## src/rtl/base_complement_stream.sv

```systemverilog
// Streaming nucleotide complementer. Takes LANES ASCII bases per beat and
// either complements each beat in order (mode 0) or buffers the sequence and
// emits its reverse complement (mode 1). Counts invalid bases and flags
// mode-1 sequences longer than the buffer.
module base_complement_stream #(
    parameter int LANES   = 4,
    parameter int DEPTH   = 64,
    parameter int COUNT_W = 16
) (
    input  logic                 clock,
    input  logic                 reset_n,
    input  logic                 mode,
    input  logic                 in_valid,
    output logic                 in_ready,
    input  logic [0:LANES*8-1]   in_data,
    input  logic                 in_last,
    output logic                 out_valid,
    input  logic                 out_ready,
    output logic [0:LANES*8-1]   out_data,
    output logic                 out_last,
    output logic [COUNT_W-1:0]   invalid_count,
    output logic                 overflow
);
    localparam int AW = $clog2(DEPTH);
    localparam int DW = LANES * 8;
    localparam logic [AW:0] FULL = (AW+1)'(DEPTH);

    typedef enum logic [1:0] {IDLE, PASS, FILL, DRAIN} state_t;

    state_t          state_reg;
    state_t          state_next;
    logic            ready_en_reg;
    logic            pass_done_reg;
    logic            drain_more_reg;
    logic [AW:0]     wptr_reg;
    logic [AW-1:0]   rptr_reg;
    logic [0:DW-1]   mem [DEPTH];

    logic [0:DW-1]   comp_data;
    logic [LANES-1:0] lane_bad;
    logic [0:DW-1]   rd_word;
    logic [0:DW-1]   rev_word;
    logic [COUNT_W:0] bad_sum;
    logic [COUNT_W:0] count_sum;
    logic            in_fire;
    logic            out_fire;
    logic            first_beat;
    logic            take_pass;
    logic            take_fill;
    logic [AW:0]     fill_cnt;
    logic            wr_en;
    logic [AW:0]     wptr_after;
    logic            drain_load;

    // Complement one ASCII base; bit 8 flags a byte that is not a known base.
    function automatic logic [8:0] comp_base(input logic [7:0] b);
        case (b)
            8'h41:   comp_base = {1'b0, 8'h54};  // A -> T
            8'h54:   comp_base = {1'b0, 8'h41};  // T -> A
            8'h43:   comp_base = {1'b0, 8'h47};  // C -> G
            8'h47:   comp_base = {1'b0, 8'h43};  // G -> C
            8'h61:   comp_base = {1'b0, 8'h74};  // a -> t
            8'h74:   comp_base = {1'b0, 8'h61};  // t -> a
            8'h63:   comp_base = {1'b0, 8'h67};  // c -> g
            8'h67:   comp_base = {1'b0, 8'h63};  // g -> c
            8'h4E:   comp_base = {1'b0, 8'h4E};  // N
            8'h6E:   comp_base = {1'b0, 8'h6E};  // n
            default: comp_base = {1'b1, 8'h4E};  // anything else becomes N
        endcase
    endfunction

    // Buffered words are stored already complemented, so the drain side only
    // has to swap lane order.
    assign rd_word = mem[rptr_reg];

    for (genvar gi = 0; gi < LANES; gi++) begin : g_lane
        assign {lane_bad[gi], comp_data[gi*8 +: 8]} = comp_base(in_data[gi*8 +: 8]);
        assign rev_word[gi*8 +: 8] = rd_word[(LANES-1-gi)*8 +: 8];
    end

    // Number of invalid lanes in the current input beat.
    always_comb begin
        bad_sum = '0;
        for (int i = 0; i < LANES; i++) begin
            bad_sum = bad_sum + (COUNT_W+1)'(lane_bad[i]);
        end
    end

    assign count_sum = {1'b0, invalid_count} + bad_sum;

    // IDLE/PASS share the output register with the complement path, so they
    // can only take a beat when that register is free or emptying.
    assign in_ready = ready_en_reg &&
                      (((state_reg == IDLE || state_reg == PASS) && (!out_valid || out_ready)) ||
                       (state_reg == FILL));
    assign in_fire  = in_valid && in_ready;
    assign out_fire = out_valid && out_ready;

    // A first beat arrives in IDLE, or in PASS once the previous sequence's
    // last beat has been accepted (back-to-back sequences).
    assign first_beat = (state_reg == IDLE) || (state_reg == PASS && pass_done_reg);
    assign take_pass  = in_fire && ((first_beat && !mode) || (state_reg == PASS && !pass_done_reg));
    assign take_fill  = in_fire && ((first_beat && mode) || (state_reg == FILL));

    assign fill_cnt   = first_beat ? '0 : wptr_reg;
    assign wr_en      = take_fill && (fill_cnt != FULL);
    assign wptr_after = fill_cnt + (AW+1)'(wr_en);
    assign drain_load = (state_reg == DRAIN) && drain_more_reg && (!out_valid || out_ready);

    // FSM state register.
    always_ff @(posedge clock or negedge reset_n) begin
        if (!reset_n) begin
            state_reg <= IDLE;
        end else begin
            state_reg <= state_next;
        end
    end

    // FSM next-state logic.
    always_comb begin
        state_next = state_reg;
        case (state_reg)
            IDLE: begin
                if (take_pass)      state_next = PASS;
                else if (take_fill) state_next = in_last ? DRAIN : FILL;
            end
            PASS: begin
                if (take_fill)                 state_next = in_last ? DRAIN : FILL;
                else if (take_pass)            state_next = PASS;
                else if (out_fire && out_last) state_next = IDLE;
            end
            FILL: begin
                if (take_fill && in_last) state_next = DRAIN;
            end
            DRAIN: begin
                if (out_fire && out_last) state_next = IDLE;
            end
            default: state_next = IDLE;
        endcase
    end

    // Reverse-complement buffer write port; contents need no reset.
    always_ff @(posedge clock) begin
        if (wr_en) begin
            mem[fill_cnt[AW-1:0]] <= comp_data;
        end
    end

    // Pointers, output register, flags and the invalid-base counter.
    always_ff @(posedge clock or negedge reset_n) begin
        if (!reset_n) begin
            ready_en_reg   <= 1'b0;
            pass_done_reg  <= 1'b0;
            drain_more_reg <= 1'b0;
            wptr_reg       <= '0;
            rptr_reg       <= '0;
            out_valid      <= 1'b0;
            out_last       <= 1'b0;
            out_data       <= {LANES{8'h02}};
            invalid_count  <= '0;
            overflow       <= 1'b0;
        end else begin
            ready_en_reg <= 1'b1;

            if (take_fill) begin
                wptr_reg <= wptr_after;
            end
            if (take_fill && in_last) begin
                rptr_reg       <= AW'(wptr_after - (AW+1)'(1));
                drain_more_reg <= 1'b1;
            end

            if (take_pass) begin
                pass_done_reg <= in_last;
            end

            if (in_fire && first_beat) begin
                overflow <= 1'b0;
            end else if (take_fill && !wr_en) begin
                overflow <= 1'b1;
            end

            if (in_fire) begin
                invalid_count <= count_sum[COUNT_W] ? '1 : count_sum[COUNT_W-1:0];
            end

            if (out_fire) begin
                out_valid <= 1'b0;
            end
            if (take_pass) begin
                out_data  <= comp_data;
                out_valid <= 1'b1;
                out_last  <= in_last;
            end else if (drain_load) begin
                out_data  <= rev_word;
                out_valid <= 1'b1;
                out_last  <= (rptr_reg == '0);
                if (rptr_reg == '0) begin
                    drain_more_reg <= 1'b0;
                end else begin
                    rptr_reg <= rptr_reg - AW'(1);
                end
            end
        end
    end

endmodule

```

## config.mk

```make
export PLATFORM = sky130hd
export DESIGN_NAME = base_complement_stream
export DESIGN_NICKNAME = d
export VERILOG_FILES = /design/src/rtl/base_complement_stream.sv
export SDC_FILE = /design/constraint.sdc
export NUM_CORES = 2
export LEC_CHECK = 0
export ABC_CLOCK_PERIOD_IN_PS = 4620
export BUFFER_PORTS_ARGS = -buffer_cell sky130_fd_sc_hd__buf_2
export CAP_MARGIN = 10
export CORE_MARGIN = 2
export CORE_UTILIZATION = 55
export CTS_CLUSTER_SIZE = 12
export DETAILED_ROUTE_END_ITERATION = 7
export GPL_ROUTABILITY_DRIVEN = 1
export MAX_ROUTING_LAYER = met4
export PLACE_DENSITY = 0.81
export SYNTH_ARGS = -nofsm -noshare
export SYNTH_HDL_FRONTEND = slang
export SYNTH_SLANG_ARGS = --single-unit
```

## constraint.sdc

```tcl
create_clock -name clock -period 4.62 [get_ports clock]
set_clock_uncertainty 0.05 [all_clocks]
set_input_delay 0.693 -clock clock [delete_from_list [all_inputs] [get_ports clock]]
set_output_delay 0.693 -clock clock [all_outputs]
set_load 0.05 [all_outputs]
```

==> metrics.txt <==
starting density of the core 0.555; total chip power 0.0398 W; worst skew pair latency 770 ps; Max Cap Viol 0; post-synthesis compound-gate area fraction 0.0430; Area contributors post-synth edfxtp_1, mux4_2, mux2i_1; placed wire-length estimate 95600 um; Leakage 23.6 nW; DR iter-0 viols 5756; vias per cell 6.87; Netlist cell types 73; Die X 343 um; CP Class reg2reg; Critical Path Source rptr_reg[0]; drt pass-1 iters 8; Yosys top cell by area edfxtp_1; largest family of logic cells by synthesized area multiplexers; Final Net Count 3581; prevailing post-synth register cell edfxtp_1; simple logic cell fraction of the synthesized area 0.0359; CP required 5170 ps; PortBufs 85; type of destination of the critical path flip-flop; post-route clock period utilization 0.832; placement-stage cell area 0.0664 sq mm; final setup violation count 0; setup_tns 0 ps; design area 0.0711 sq mm; CORE AREA 0.114 sq mm; TritonCTS clock tree yes; io pins 90; Tmin final 3840 ps; reg2reg setup slack 780 ps; clock root buffer clkbuf_16; H-tree depth 4; hold slack 39.1 ps; number of flip-flops in the largest register 1536; clock sink count 1598; PD cells 560 mW/mm^2; synthesized area per cell 19.1 sq um; die area 0.118 sq mm; Cell Area, Synth 0.0633 sq mm; worst reg-to-reg path cell count 5; GRT Resource Usage Total 0.307; cell count after synthesis 3307; mux contribution to synthesized area 0.146; crit path DAT 4400 ps; P&R area growth vs syn 12.3%; largest net degree at the start of global routing 86; Max IR drop VDD 463 uV; Hold Path Class in2async; die height 343 um; run status completed; ratio of cells with drive above 1 in the final layout 0.232; R2R Path End out_data[10]; worst-path maximum fanout 30; FF+latch count, synth 1598; hold_buf cts 0; post-synthesis async set-or-reset flop share 0.0388; antenna-violating nets left 0; CP endpoint out_data[10]; Synth Area in XOR/XNOR 0.00221; total grt overflow 0; Row Count 124; Routed WL 174000 um; Fin. Hold Viols 0; total CTS buffers 159; adder-cell share of the synthesized area 0.00194; Avg WL per Cell 33.8 um; post-CTS sizing 0; worst rel slew slack 0.183; Worst setup SP type flip-flop; final max-slew violation count 0; Synth top area share 0.728; R2R Path Start rptr_reg[0]; initial antenna violation count 16; first-pass GRT wire length 247000 um; Syn. warnings 0; CTS clk-pin slew, worst paths 60 ps; post-CTS setup buffers 0; gpl congestion 0.961; number of synthesized flops with an enable pin 1536; DR DRC count 0; DR vias 35.4k; register area share after synthesis 0.753; vias in the first global route 35.0k; CTS Buffer Depth 3; Fmax 260 MHz; RSZ-0062 raised after global routing no; Worst-Margin Slew 1230 ps
-- critical path: stages (launching register included) --
cell and delay [ps]:
dfrtp_4 950, buf_4 510, mux4_2 560, mux4_2 550
o22ai_1 870, o21ai_0 160
-- through the flow --
stage	setup slack (ps)	util	cells
floorplan	343	-	3310
global placement	77.0	0.581	4881
detailed placement	76.1	0.581	4881
CTS	911	0.621	5126
global route	538	0.622	5143
finish	778	0.623	5145
-- Yosys cell counts (18+ instances only) --
master / number
a211oi_1: 20
nor2b_1: 18
o22ai_1: 23
o21ai_0: 64
buf_4: 33
nor2_1: 120
mux2i_1: 312
nand2b_1: 22
buf_6: 23
a31oi_1: 39
a22oi_1: 96
clkbuf_1: 99
a21oi_1: 78
mux4_2: 264
dfrtp_1: 58
buf_2: 26
nand2_1: 149
nand3_1: 68
edfxtp_1: 1536
-- worst min-delay path by stage --
stage,from,endpoint,depth (start not counted)
after global routing,reset_n,invalid_count[1],1
final,reset_n,out_data[27],1
after CTS,reset_n,out_data[2],1
after global placement,out_data[4],out_data[4],2
after floorplan,reset_n,drain_more_reg,0
after detailed placement,out_data[4],out_data[4],2
-- cells by family after synthesis --
kind of cell,Yosys count
compound gates,408
simple gates,476
mux,589
xor+xnor,16
other cells,2
buf+inv,210
flops,1598
fa+ha+maj,8
-- where the power goes --
part	switching [W]	internal (W)	total, W
clock network	0.00523	0.00651	0.0117
logic	0.00699	0.00434	0.0113
registers	0.000757	0.0160	0.0167
-- cells in the final DEF, fill, tap and decap left out, types with 14 or more instances in the layout --
master / n
a211oi_1: 20
a21oi_1: 75
a22oi_1: 96
a31oi_1: 39
and3_1: 15
buf_12: 19
buf_2: 84
buf_4: 154
clkbuf_1: 46
clkbuf_16: 163
dfrtp_1: 52
diode_2: 14
edfxtp_1: 1536
inv_1: 14
mux2i_1: 312
mux4_2: 264
nand2_1: 145
nand2b_1: 19
nand3_1: 64
nor2_1: 52
nor2_2: 65
nor2b_1: 16
nor3_1: 14
o21ai_0: 63
o22ai_1: 23
o31ai_1: 16
-- layer usage --
metal / vias to the layer above / routed length (um) / global-route usage
met5: - / 0 / -
met4: 0 / 9360 / 0.143
met3: 567 / 26100 / 0.101
met2: 3077 / 80400 / 0.455
met1: 17800 / 58300 / 0.386
li1: 13900 / - / -
-- area by class of cell --
type                       count  area [sq um]
tap                         1512          1890
clock inverter                34           280
antenna                       14          35.0
sequential                  1598         47700
multi-input combinational   1502         14900
inverter                      16          60.1
timing repair buffer         258          1980
fill                        7471         43100
clock buffer                 211          4280
No activity file was read; power rests on OpenSTA's default activity.
